File: config.mk
export PLATFORM = sky130hd
export DESIGN_NAME = onehot_strobe_decoder
export DESIGN_NICKNAME = d
export VERILOG_FILES = /design/src/rtl/onehot_strobe_decoder.sv
export SDC_FILE = /design/constraint.sdc
export NUM_CORES = 1
export LEC_CHECK = 0
export BUFFER_PORTS_ARGS = -buffer_cell sky130_fd_sc_hd__buf_2
export CORE_MARGIN = 1.5
export CORE_UTILIZATION = 50
export CTS_BUF_LIST = sky130_fd_sc_hd__clkbuf_8 sky130_fd_sc_hd__clkbuf_16
export CTS_CLUSTER_DIAMETER = 50
export CTS_CLUSTER_SIZE = 30
export DETAILED_ROUTE_END_ITERATION = 6
export PLACE_DENSITY = 0.76
export SYNTH_ARGS = -nofsm -noshare
export SYNTH_HDL_FRONTEND = slang
export SYNTH_SLANG_ARGS = --single-unit
File: constraint.sdc
create_clock -name clk -period 1.6 [get_ports clk]
set_input_delay 0.16 -clock clk [delete_from_list [all_inputs] [get_ports clk]]
set_output_delay 0.16 -clock clk [all_outputs]
set_load 0.05 [all_outputs]
File: src/rtl/onehot_strobe_decoder.sv
// onehot_strobe_decoder
//   Registered 3-to-8 decoder behind a valid/ready handshake. Each accepted
//   code drives the matching one-hot strobe on y for max(hold,1) cycles.
//   After the strobe, the block spends one GAP cycle with y=0 and done=1,
//   then returns to IDLE. Dropping enable during the strobe aborts it.
//
// Ports:
//   clk        in   clock, rising edge
//   rst        in   asynchronous active-high reset
//   enable     in   block enable; low masks acceptance, aborts a strobe
//   code       in   [2:0] index to decode (0 -> y[0], 7 -> y[7])
//   code_valid in   code/hold valid this cycle
//   code_ready out  block can accept a code this cycle (combinational)
//   hold       in   [HOLD_W-1:0] strobe length in cycles, 0 treated as 1
//   y          out  [7:0] registered one-hot strobe, zero when idle
//   busy       out  state is not IDLE
//   done       out  one-cycle pulse after a normally completed strobe
module onehot_strobe_decoder #(
  parameter int unsigned HOLD_W = 4
) (
  input  logic              clk,
  input  logic              rst,
  input  logic              enable,
  input  logic [2:0]        code,
  input  logic              code_valid,
  output logic              code_ready,
  input  logic [HOLD_W-1:0] hold,
  output logic [7:0]        y,
  output logic              busy,
  output logic              done
);

  typedef enum logic [1:0] {
    IDLE  = 2'd0,
    DRIVE = 2'd1,
    GAP   = 2'd2
  } state_t;

  state_t            r_state;
  logic [7:0]        r_y;
  logic              r_done;
  logic [HOLD_W-1:0] r_cnt;
  logic              w_accept;
  logic [HOLD_W-1:0] w_load;

  // rst is included so ready drops immediately on an asynchronous reset,
  // even before the state register has been cleared by the flop.
  assign code_ready = (r_state == IDLE) & enable & ~rst;
  assign w_accept   = code_valid & code_ready;

  // Remaining DRIVE cycles after the first; hold=0 saturates to a single cycle.
  assign w_load = (hold == '0) ? '0 : hold - HOLD_W'(1);

  always_ff @(posedge clk or posedge rst) begin
    if (rst) begin
      r_state <= IDLE;
      r_y     <= '0;
      r_done  <= 1'b0;
      r_cnt   <= '0;
    end else begin
      case (r_state)
        IDLE: begin
          r_y    <= '0;
          r_done <= 1'b0;
          if (w_accept) begin
            r_y     <= 8'h01 << code;
            r_cnt   <= w_load;
            r_state <= DRIVE;
          end
        end
        DRIVE: begin
          if (!enable) begin
            // Abort takes priority over completion: no done pulse.
            r_y     <= '0;
            r_done  <= 1'b0;
            r_cnt   <= '0;
            r_state <= IDLE;
          end else if (r_cnt != '0) begin
            r_cnt <= r_cnt - HOLD_W'(1);
          end else begin
            r_y     <= '0;
            r_done  <= 1'b1;
            r_state <= GAP;
          end
        end
        GAP: begin
          r_y     <= '0;
          r_done  <= 1'b0;
          r_state <= IDLE;
        end
        default: begin
          r_y     <= '0;
          r_done  <= 1'b0;
          r_cnt   <= '0;
          r_state <= IDLE;
        end
      endcase
    end
  end

  assign y    = r_y;
  assign done = r_done;
  assign busy = (r_state != IDLE);

endmodule

==> reports/qor.yml, run 1 <==
drc: 0
gp_congestion: 0.8469
die_x_um: 44.22
hp-class: "in -> async"
cp.arrival_ns: 1.38
regArea_um2: 375.4
drv_cap: 0
synth_enable_flop_cells: 0
placed_cells: 117
rows: 14
areaGrowthSynthToFinish_pct: 25.04
start_util: 0.5511
holdBufCountCts: 0
boundaryPins: 22
grt_overflow: 0
core-area_mm2: 0.001541
layout.nets: 122
post_drt_wl_per_cell_um: 15.07
tritoncts: "done"
ys_warn_count: 0
dr.pass1.iters: 4
final-setup-viol-count: 0
fmax_ghz: 0.6479
syn-cell-area_um2: 849.6
cellPowerDensity_mw_per_mm2: 1309
cts_inserted_buffers: 3
cp-end-kind: "output pin"
grt_usage: 0.2174
clk_path_buf_depth: 2
fin_setup_tns_ns: 0
synthArstFlopShare: 1.000
vias: 717
ys.flop_type: "dfrtp_1"
synth_top_area_share: 0.4418
grt_max_degree: 16
cp.required_ns: 1.44
hold_viol_final: 0
irDropWorstVdd_mv: 1.021
yosysMostFrequentCell: "dfrtp_1"
synth_top_area_cell: "dfrtp_1"
antenna_found_initial: 0
synthTopCellsByCount: "dfrtp_1 (15), inv_1 (7), nor2_1 (6)"
timing.final.crit_share: 0.9647
vias_per_cell: 5.877
fillers: 121
netlist_top_cells_area: "dfrtp_1 (44%), ha_1 (5.9%), a32o_1 (4.7%)"
syn_area_per_cell_um2: 10.89
first_iter_violations: 37
startpoint_type: "flip-flop"
power.static_leakage_nw: 0.5495
layout_min_cycle_time_ns: 1.543
grt_pass1_vias: 648
clock_latency_ns: 0.25
worstMarginPinSlew_ns: 0.5801
antenna_cells: 0
die_area_mm2: 0.001955
clk_pin_slew_ns: 0.06
ys_ff_latch: 15
clockRootBuffer: "clkbuf_8"
multi_input_area_um2: 456.7
grt_first_pass_wirelength_um: 3001
total_power_mw: 1.391
slew_violations: 0
instances_no_fill: 122
slew_headroom: 0.6128
dpl.hpwl_um: 1392
synth_nets: 93
antenna_left: 0
crit_fanout: 6
layout-drive-gt1-share: 0.3962
skew_ns: 0.002526
critPathKind: "reg -> out"
synth_seq_area_share: 0.4418
syn_inst: 78
status: "finished clean"
htree_levels: 1
ys_types: 33
die-height_um: 44.22
clock_sinks: 15
place.port_buffers: 21
drt-total-wl_um: 1838
## critical path, stage by stage (launching register included)
cell	delay [ns]
dfrtp_1	0.43
or2_4	0.32
nor3b_4	0.17
buf_4	0.22
## stage by stage
step | instance area (um^2) | util | hold slack [ns] | setup WS [ns]
final | 1062 | 0.6891 | 0.005125 | 0.05656
after global routing | 1062 | 0.6891 | 0.07107 | -0.004613
after CTS | 1055 | 0.6843 | 0.01568 | 0.05900
after detailed placement | 1003 | 0.6510 | 0.2865 | 0.08693
after global placement | 1003 | 0.6510 | 0.2745 | 0.1418
after floorplan | 860.8 | - | 0.06148 | 0.01317
## metal layers
layer / GRT usage / wire length (um)
met1: 0.2929 / 807
met3: 0.04898 / 119
met2: 0.3382 / 886
met5: 0 / 0
met4: 0.09091 / 25
## timing repair
| action | in CTS | in global routing |
|---|---|---|
| resized for setup | 2 | 2 |
| buffers inserted | 0 | 1 |
| pin swaps | 0 | 1 |
| endpoints found under the setup margin | 1 | 2 |
## cell usage in the layout (no fill, tap or decap), drive strengths merged, types with 2 or more instances in the layout
cell type / synthesis / routed
a21oi: 2 / 2
a22o: 6 / 6
a32o: 4 / 4
buf: 1 / 25
clkbuf: 0 / 3
dfrtp: 15 / 15
ha: 4 / 4
inv: 7 / 7
nand2: 5 / 5
nor2: 8 / 8
nor2b: 3 / 3
nor3: 3 / 3
nor3b: 2 / 2
o21ai: 2 / 2
o32ai: 2 / 2
## sequential cells by signal (all words and copies together), names as in the netlist
register	cells
y	8
r_cnt	4
r_state	2
done	1
## cells by family after synthesis
group / share of synthesized area
AO/OA/AOI/OAI: 0.2371
AND/OR/NAND/NOR: 0.2254
buffers and inverters: 0.03682
adder cells (fa/ha/maj): 0.05891
flip-flops: 0.4418
## path summary, 6_finish.rpt
kind                            cells past startpoint         end  slack (ns)  startpoint
min in group clk                                    2        y[6]        0.23     code[1]
worst min register to register                      1        y[7]        0.49        y[7]
worst max-delay path                                3  code_ready        0.06  r_state[1]
max in group asynchronous                           2    r_cnt[1]        1.22         rst
worst min-delay path                                2        y[5]       0.005         rst
worst max register to register                      6    r_cnt[2]        0.08    r_cnt[0]
## area by class of cell
class                           count  share of cell area
Tap cell                           16             0.01885
Inverter                            7             0.02473
Clock inverter                      1            0.004711
Multi-Input combinational cell     55              0.4299
Timing Repair Buffer               25              0.1296
Clock buffer                        3             0.03887
Sequential cell                    15              0.3534
## power by group
part	switching [mW]	total (mW)	internal [mW]
clock network	0.137	0.310	0.173
logic	0.310	0.585	0.275
registers	0.0579	0.496	0.438
total	0.505	1.39	0.886
Power figures use the tool's default switching activity.
==> inputs of run 2 (changes only) <==
- ABC_AREA: not set -> 1
- ABC_CLOCK_PERIOD_IN_PS: not set -> 1600
- CORE_UTILIZATION: 50 -> 51
- PLACE_DENSITY: 0.76 -> 0.77
==> run 2 against run 1 <==
  * Critical path depth grew 1
  * Routed wire length decreased by 6.1%
  * Worst setup slack gained 0.19 ns
  * Global-route usage is 1.6 points lower
  * Utilization decreased by 4.9 points
==> reports/qor.yml, run 2 <==
finalInstanceArea_mm2: 0.001081  # +1.8%
synth_top_area_share: 0.4161  # -0.02574
syn-cell-area_um2: 902.1  # +6.2%
slew_violations: 0  # unchanged
hp-class: "in -> async"
syn_area_per_cell_um2: 7.710  # -29%
gp_congestion: 0.8762  # +3.5%
cp-startpoint: "r_state[0]"
ys_ff_latch: 15  # unchanged
slowest_stage: "dfrtp_1"
holdBufCountCts: 0  # unchanged
rsz0062_at_grt: "false"
r2r_start: "r_cnt[0]"
vias_per_cell: 4.938  # -16%
cp.required_ns: 1.44  # about the same
irDropWorstVdd_mv: 0.6876  # -33%
grt_usage: 0.2017  # -0.01569
timing.final.crit_share: 0.8470  # -0.1176
yosysMostFrequentCell: "nand2_1"
core-area_mm2: 0.001689  # +9.6%
ys.flop_type: "dfrtp_1"
areaGrowthSynthToFinish_pct: 19.83
total_power_mw: 1.273  # -8.5%
synth_top_area_cell: "dfrtp_1"
synth_enable_flop_cells: 0  # unchanged
grt_overflow: 0  # unchanged
final_common_cell: "nand2_1"
drv_cap: 0  # unchanged
synthArstFlopShare: 1.000  # unchanged
tritoncts: "done"
switchingPower_uw: 495.7  # -1.8%
instances_no_fill: 160  # +31%
placed_cells: 156  # +33%
status: "finished clean"
p_clk_frac: 0.231  # +0.008
drc: 0  # unchanged
clockRootBuffer: "clkbuf_8"
die_x_um: 45.06  # +1.9%
cts_setup_buffers: 0  # unchanged
clock_sinks: 15  # unchanged
antenna_left: 0  # unchanged
vias: 790  # +10%
worstMarginPinSlew_ns: 0.2423  # -0.3378 ns
clock_latency_ns: 0.25  # about the same
worstReg2RegEnd: "r_cnt[1]"
drt-total-wl_um: 1726  # -6.1%
syn_inst: 117  # +50%
internal_power_uw: 777.0  # -12%
cts_inserted_buffers: 3  # unchanged
dr.pass1.iters: 4  # unchanged
netlist_top_cells_area: "dfrtp_1 (42%), nand2_1 (16%), nand2_4 (6.2%)"
place.port_buffers: 21  # unchanged
postPlaceCellArea_mm2: 0.001036  # +3.2%
layout.nets: 159  # +30%
htree_levels: 1  # unchanged
post_drt_wl_per_cell_um: 10.79  # -28%
cts_resized: 0  # -2
cellPowerDensity_mw_per_mm2: 1177  # -10%
ys_warn_count: 0  # unchanged
power.static_leakage_nw: 0.6152  # +12%
critPathKind: "reg -> out"
power_frac_comb: 0.381  # -0.040
final_cell_mix: "nand2_1 (38), buf_2 (21), dfrtp_1 (15)"
largest_reg_flops: 8  # unchanged
slew_headroom: 0.8379  # +0.2250
p_seq_frac: 0.388  # +0.031
boundaryPins: 22  # unchanged
fin_util: 0.6400  # -0.04912
start_util: 0.5341  # -0.01706
crit_fanout: 4  # -2
ys_types: 20  # -39%
dpl.hpwl_um: 1406  # +1.0%
synthTopCellsByCount: "nand2_1 (38), dfrtp_1 (15), inv_1 (12)"
synth_nets: 132  # +42%
grt_pass1_vias: 694  # +7.1%
antenna_cells: 0  # unchanged
hold_viol_final: 0  # unchanged
fin_setup_tns_ns: 0  # unchanged
layout_min_cycle_time_ns: 1.355  # -0.1882 ns
r2r_cells: 7  # +1
reg2reg_setup_slack_ns: 0.32  # +0.24 ns
clk_pin_slew_ns: 0.05  # about the same
startpoint_type: "flip-flop"
layout-drive-gt1-share: 0.2867  # -0.1095
p_sw_frac: 0.3895  # +0.02657
first_iter_violations: 16  # -57%
final-setup-viol-count: 0  # unchanged
critPathMaxStageDelay_ns: 0.41  # -0.02 ns
grt_max_degree: 16  # unchanged
grt_first_pass_wirelength_um: 2870  # -4.4%
cp.arrival_ns: 1.20  # -0.18 ns
cp_cell_sequence: "inv_2, nand2_4, nor2_4, buf_2"
clk_path_buf_depth: 2  # unchanged
die-height_um: 45.06  # +1.9%
antenna_found_initial: 0  # unchanged
fmax_ghz: 0.7379  # +14%
die_area_mm2: 0.002030  # +3.8%
skew_ns: 0.0006049  # -0.001921 ns
rows: 15  # +1
cp-end-kind: "output pin"
synth_seq_area_share: 0.4161  # -0.02574
[run 2: worst max-delay path by stage]
stage                       to  slack [ns]  cells after the start
finish              code_ready        0.24                      4
global route          r_cnt[1]        0.18                      7
CTS                 code_ready        0.23                      4
detailed placement    r_cnt[1]        0.34                      7
global placement      r_cnt[3]        0.39                      7
floorplan             r_cnt[2]        0.13                      8
[run 2: per-stage QoR]
| stage | hold slack, ns | setup slack [ns] |
|---|---|---|
| floorplan | 0.08540 | 0.1332 |
| global placement | 0.2916 | 0.3908 |
| detailed placement | 0.2852 | 0.3366 |
| CTS | 0.01549 | 0.2322 |
| global route | 0.03958 | 0.1804 |
| finish | 0.01470 | 0.2448 |
[run 2: kinds of logic after synthesis]
logic type / Yosys count / synth area share
AND/OR/NAND/NOR: 65 / 0.3565
buffers and inverters: 17 / 0.07073
flip-flops: 15 / 0.4161
AO/OA/AOI/OAI: 14 / 0.08183
adder cells (fa/ha/maj): 4 / 0.05548
XOR/XNOR: 2 / 0.01942
[run 2: cell type report]
cell class	count	area, um^2
inverter	17	63.81
multi-input combinational	85	462.9
timing repair buffer	22	112.6
clock buffer	3	41.29
clock inverter	1	3.754
sequential	15	375.4
fill	159	608.1
tap	17	21.27
[run 2: power groups by stage]
| stage | registers (mW) | logic (mW) | clock network, mW |
|---|---|---|---|
| after detailed placement | 0.499 | 0.489 | 0 |
| after global placement | 0.496 | 0.465 | 0 |
| final | 0.494 | 0.484 | 0.294 |
| after CTS | 0.493 | 0.490 | 0.303 |
| after global routing | 0.501 | 0.550 | 0.314 |
| after floorplan | 0.501 | 0.372 | 0 |
[run 2: worst max-delay path: cells and delay by family, from the launching register on]
family	cells	cell delay, ns
buf+inv	2	0.36
simple gates	2	0.17
flops	1	0.41
[run 2: layer usage]
| metal | global-route usage | part of all wire |
|---|---|---|
| met5 | 0 | 0 |
| met4 | 0.08824 | 0.022 |
| met3 | 0.07200 | 0.042 |
| met2 | 0.3114 | 0.48 |
| met1 | 0.2532 | 0.46 |
==> inputs of run 3 (changes only) <==
- ABC_CLOCK_PERIOD_IN_PS: 1600 -> 1200
- CORE_UTILIZATION: 51 -> 46
- PLACE_DENSITY: 0.77 -> 0.73
- clock period: 1.6 -> 1.2 ns (I/O delays scaled with it)
==> run 3 against run 2 <==
  * Routed wire length up 13%
  * Largest power group is now combinational logic
  * Utilization grew 6.4 points
  * Largest cell class unchanged
  * Worst hold slack better by 0.14 ns
  * Global-route usage down 1.3 points
  * Non-clock buffer count is 9 higher
  * The run now ends with setup timing left
  * First-iteration DRC count decreased by 13%
  * Critical path type unchanged
  * Die area increased by 10%
  * Power is 53% higher
  * Combinational power rose by 88%
  * Final area rose by 16%
==> reports/qor.yml, run 3 (synthesized netlist as in run 2, its figures left out) <==
timing.final.crit_share: 1.040
crit_fanout: 4  # unchanged
cp_cell_sequence: "inv_4, nand2_8, nor2_4, buf_6"
boundaryPins: 22  # unchanged
drt-total-wl_um: 1954  # +13%
clockRootBuffer: "clkbuf_8"
antenna_cells: 0  # unchanged
cp_num_buf_inv: 2  # unchanged
tritoncts: "done"
die_x_um: 47.29  # +4.9%
clk_path_buf_depth: 2  # unchanged
drv_cap: 0  # unchanged
core-area_mm2: 0.001783  # +5.6%
startpoint_type: "flip-flop"
place.port_buffers: 21  # unchanged
total_power_mw: 1.953  # +53%
cp.required_ns: 1.08  # -0.36 ns
layout_min_cycle_time_ns: 1.248
fin_setup_tns_ns: -0.04782  # -0.04782 ns
cts_inserted_buffers: 3  # unchanged
drc: 0  # unchanged
grt_first_pass_wirelength_um: 2973  # +3.6%
cellPowerDensity_mw_per_mm2: 1556  # +32%
skew_ns: 0.002825  # +0.002220 ns
pre_cts_ws_ns: -0.01203  # -0.3486 ns
die_area_mm2: 0.002236  # +10%
antenna_found_initial: 0  # unchanged
antenna_left: 0  # unchanged
dr.pass1.iters: 4  # unchanged
post_drt_wl_per_cell_um: 11.04  # +2.3%
fmax_ghz: 0.8014
grt_max_degree: 16  # unchanged
slew_violations: 0  # unchanged
layout.nets: 168  # +5.7%
areaGrowthSynthToFinish_pct: 39.11
hold_viol_final: 0  # unchanged
htree_levels: 1  # unchanged
grt_usage: 0.1882  # -0.01348
slew_headroom: 0.8171  # -0.02075
clock_latency_ns: 0.25  # about the same
hold_ws_ns: 0.1497  # +0.1350 ns
vias: 820  # +3.8%
final_common_cell: "nand2_1"
clk_pin_slew_ns: 0.06  # about the same
rsz0062_at_grt: "true"
final-setup-viol-count: 1  # +1
irDropWorstVdd_mv: 0.9607  # +40%
first_iter_violations: 14  # -2
power.static_leakage_nw: 0.6697  # +8.9%
critPathMaxStageDelay_ns: 0.41  # about the same
gp_congestion: 0.8296  # -5.3%
crit_family: "flip-flops"
rows: 15  # unchanged
dpl.hpwl_um: 1361  # -3.2%
hp-class: "in -> reg"
die-height_um: 47.29  # +4.9%
postLayoutSetupSlackWorst_ns: -0.04782  # -0.2926 ns
start_util: 0.5060  # -0.02811
worstMarginPinSlew_ns: 0.2730  # +0.03075 ns
clock_sinks: 15  # unchanged
violations: "setup timing"
cp.arrival_ns: 1.13  # -0.07 ns
cp-end-kind: "output pin"
final_cell_mix: "nand2_1 (38), buf_2 (20), dfrtp_1 (15)"
critPathKind: "reg -> out"
layout-drive-gt1-share: 0.3947  # +0.1080
slowest_stage: "dfrtp_1"
vias_per_cell: 4.633  # -6.2%
grt_pass1_vias: 731  # +5.3%
status: "complete, but fails checks"
grt_overflow: 0  # unchanged
largest_reg_flops: 8  # unchanged
-- run 3: cell count changes in the layout (fill, tap and decap cells not counted), sizes merged --
| cell | previous run | this run |
|---|---|---|
| clkinvlp | 0 | 1 |
| inv | 18 | 16 |
| buf | 22 | 30 |
| clkinv | 0 | 1 |
| dlygate4sd3 | 0 | 1 |
-- run 3: per-stage QoR --
stage                       util  instances  area, um^2
final                     0.7039        177        1255
after global routing      0.7039        177        1255
after CTS                 0.6625        175        1181
after detailed placement  0.6105        168        1089
after global placement    0.6105        168        1089
after floorplan                -        117       914.6
-- run 3: cell type report --
type / instances / area, um^2
clock buffers: 3 / 41.29
clock inverters: 1 / 5.005
fillers: 142 / 528.0
inverters: 17 / 72.57
multi-input cells: 85 / 533.0
flip-flops and latches: 15 / 375.4
well taps: 25 / 31.28
repair buffers: 31 / 196.4
-- run 3: worst paths after layout --
path                       depth (start not counted)  slack (ns)       start          to
hold / removal                                     3        0.15     code[2]        y[5]
min in group asynchronous                          4        0.48         rst  r_state[1]
max in group asynchronous                          4        0.55         rst    r_cnt[3]
hold reg to reg                                    2        0.49        y[2]        y[2]
setup reg to reg                                   7        0.03  r_state[1]    r_cnt[0]
setup / recovery                                   4       -0.05  r_state[1]  code_ready
-- run 3: timing repair --
action | in CTS | in global routing
hold buffers | 1 | 0
gates resized for setup | 7 | 16
setup buffers | 2 | 2
setup endpoints to repair | 8 | 13
endpoints found under the hold margin | 15 | 0
pin swaps | 4 | 5
-- run 3: worst min-delay path: cells and delay by family --
family	cells	cell delay, ns
AOI/OAI and AO/OA	1	0.05
buffers and inverters	1	0.13
and+or+nand+nor	1	0.07
-- run 3: power by group --
part | switching (mW) | total, mW | internal [mW]
sequential | 0.0511 | 0.636 | 0.585
combinational | 0.542 | 0.910 | 0.368
clock | 0.177 | 0.407 | 0.230
-- run 3: metal layers --
metal | share of wire | GRT usage | up-vias | wire length (um)
li1 | - | - | 435 | -
met4 | 0.0031 | 0.03333 | 0 | 6
met5 | 0 | 0 | - | 0
met3 | 0.045 | 0.06923 | 2 | 88
met1 | 0.47 | 0.2524 | 366 | 923
met2 | 0.48 | 0.2946 | 17 | 936
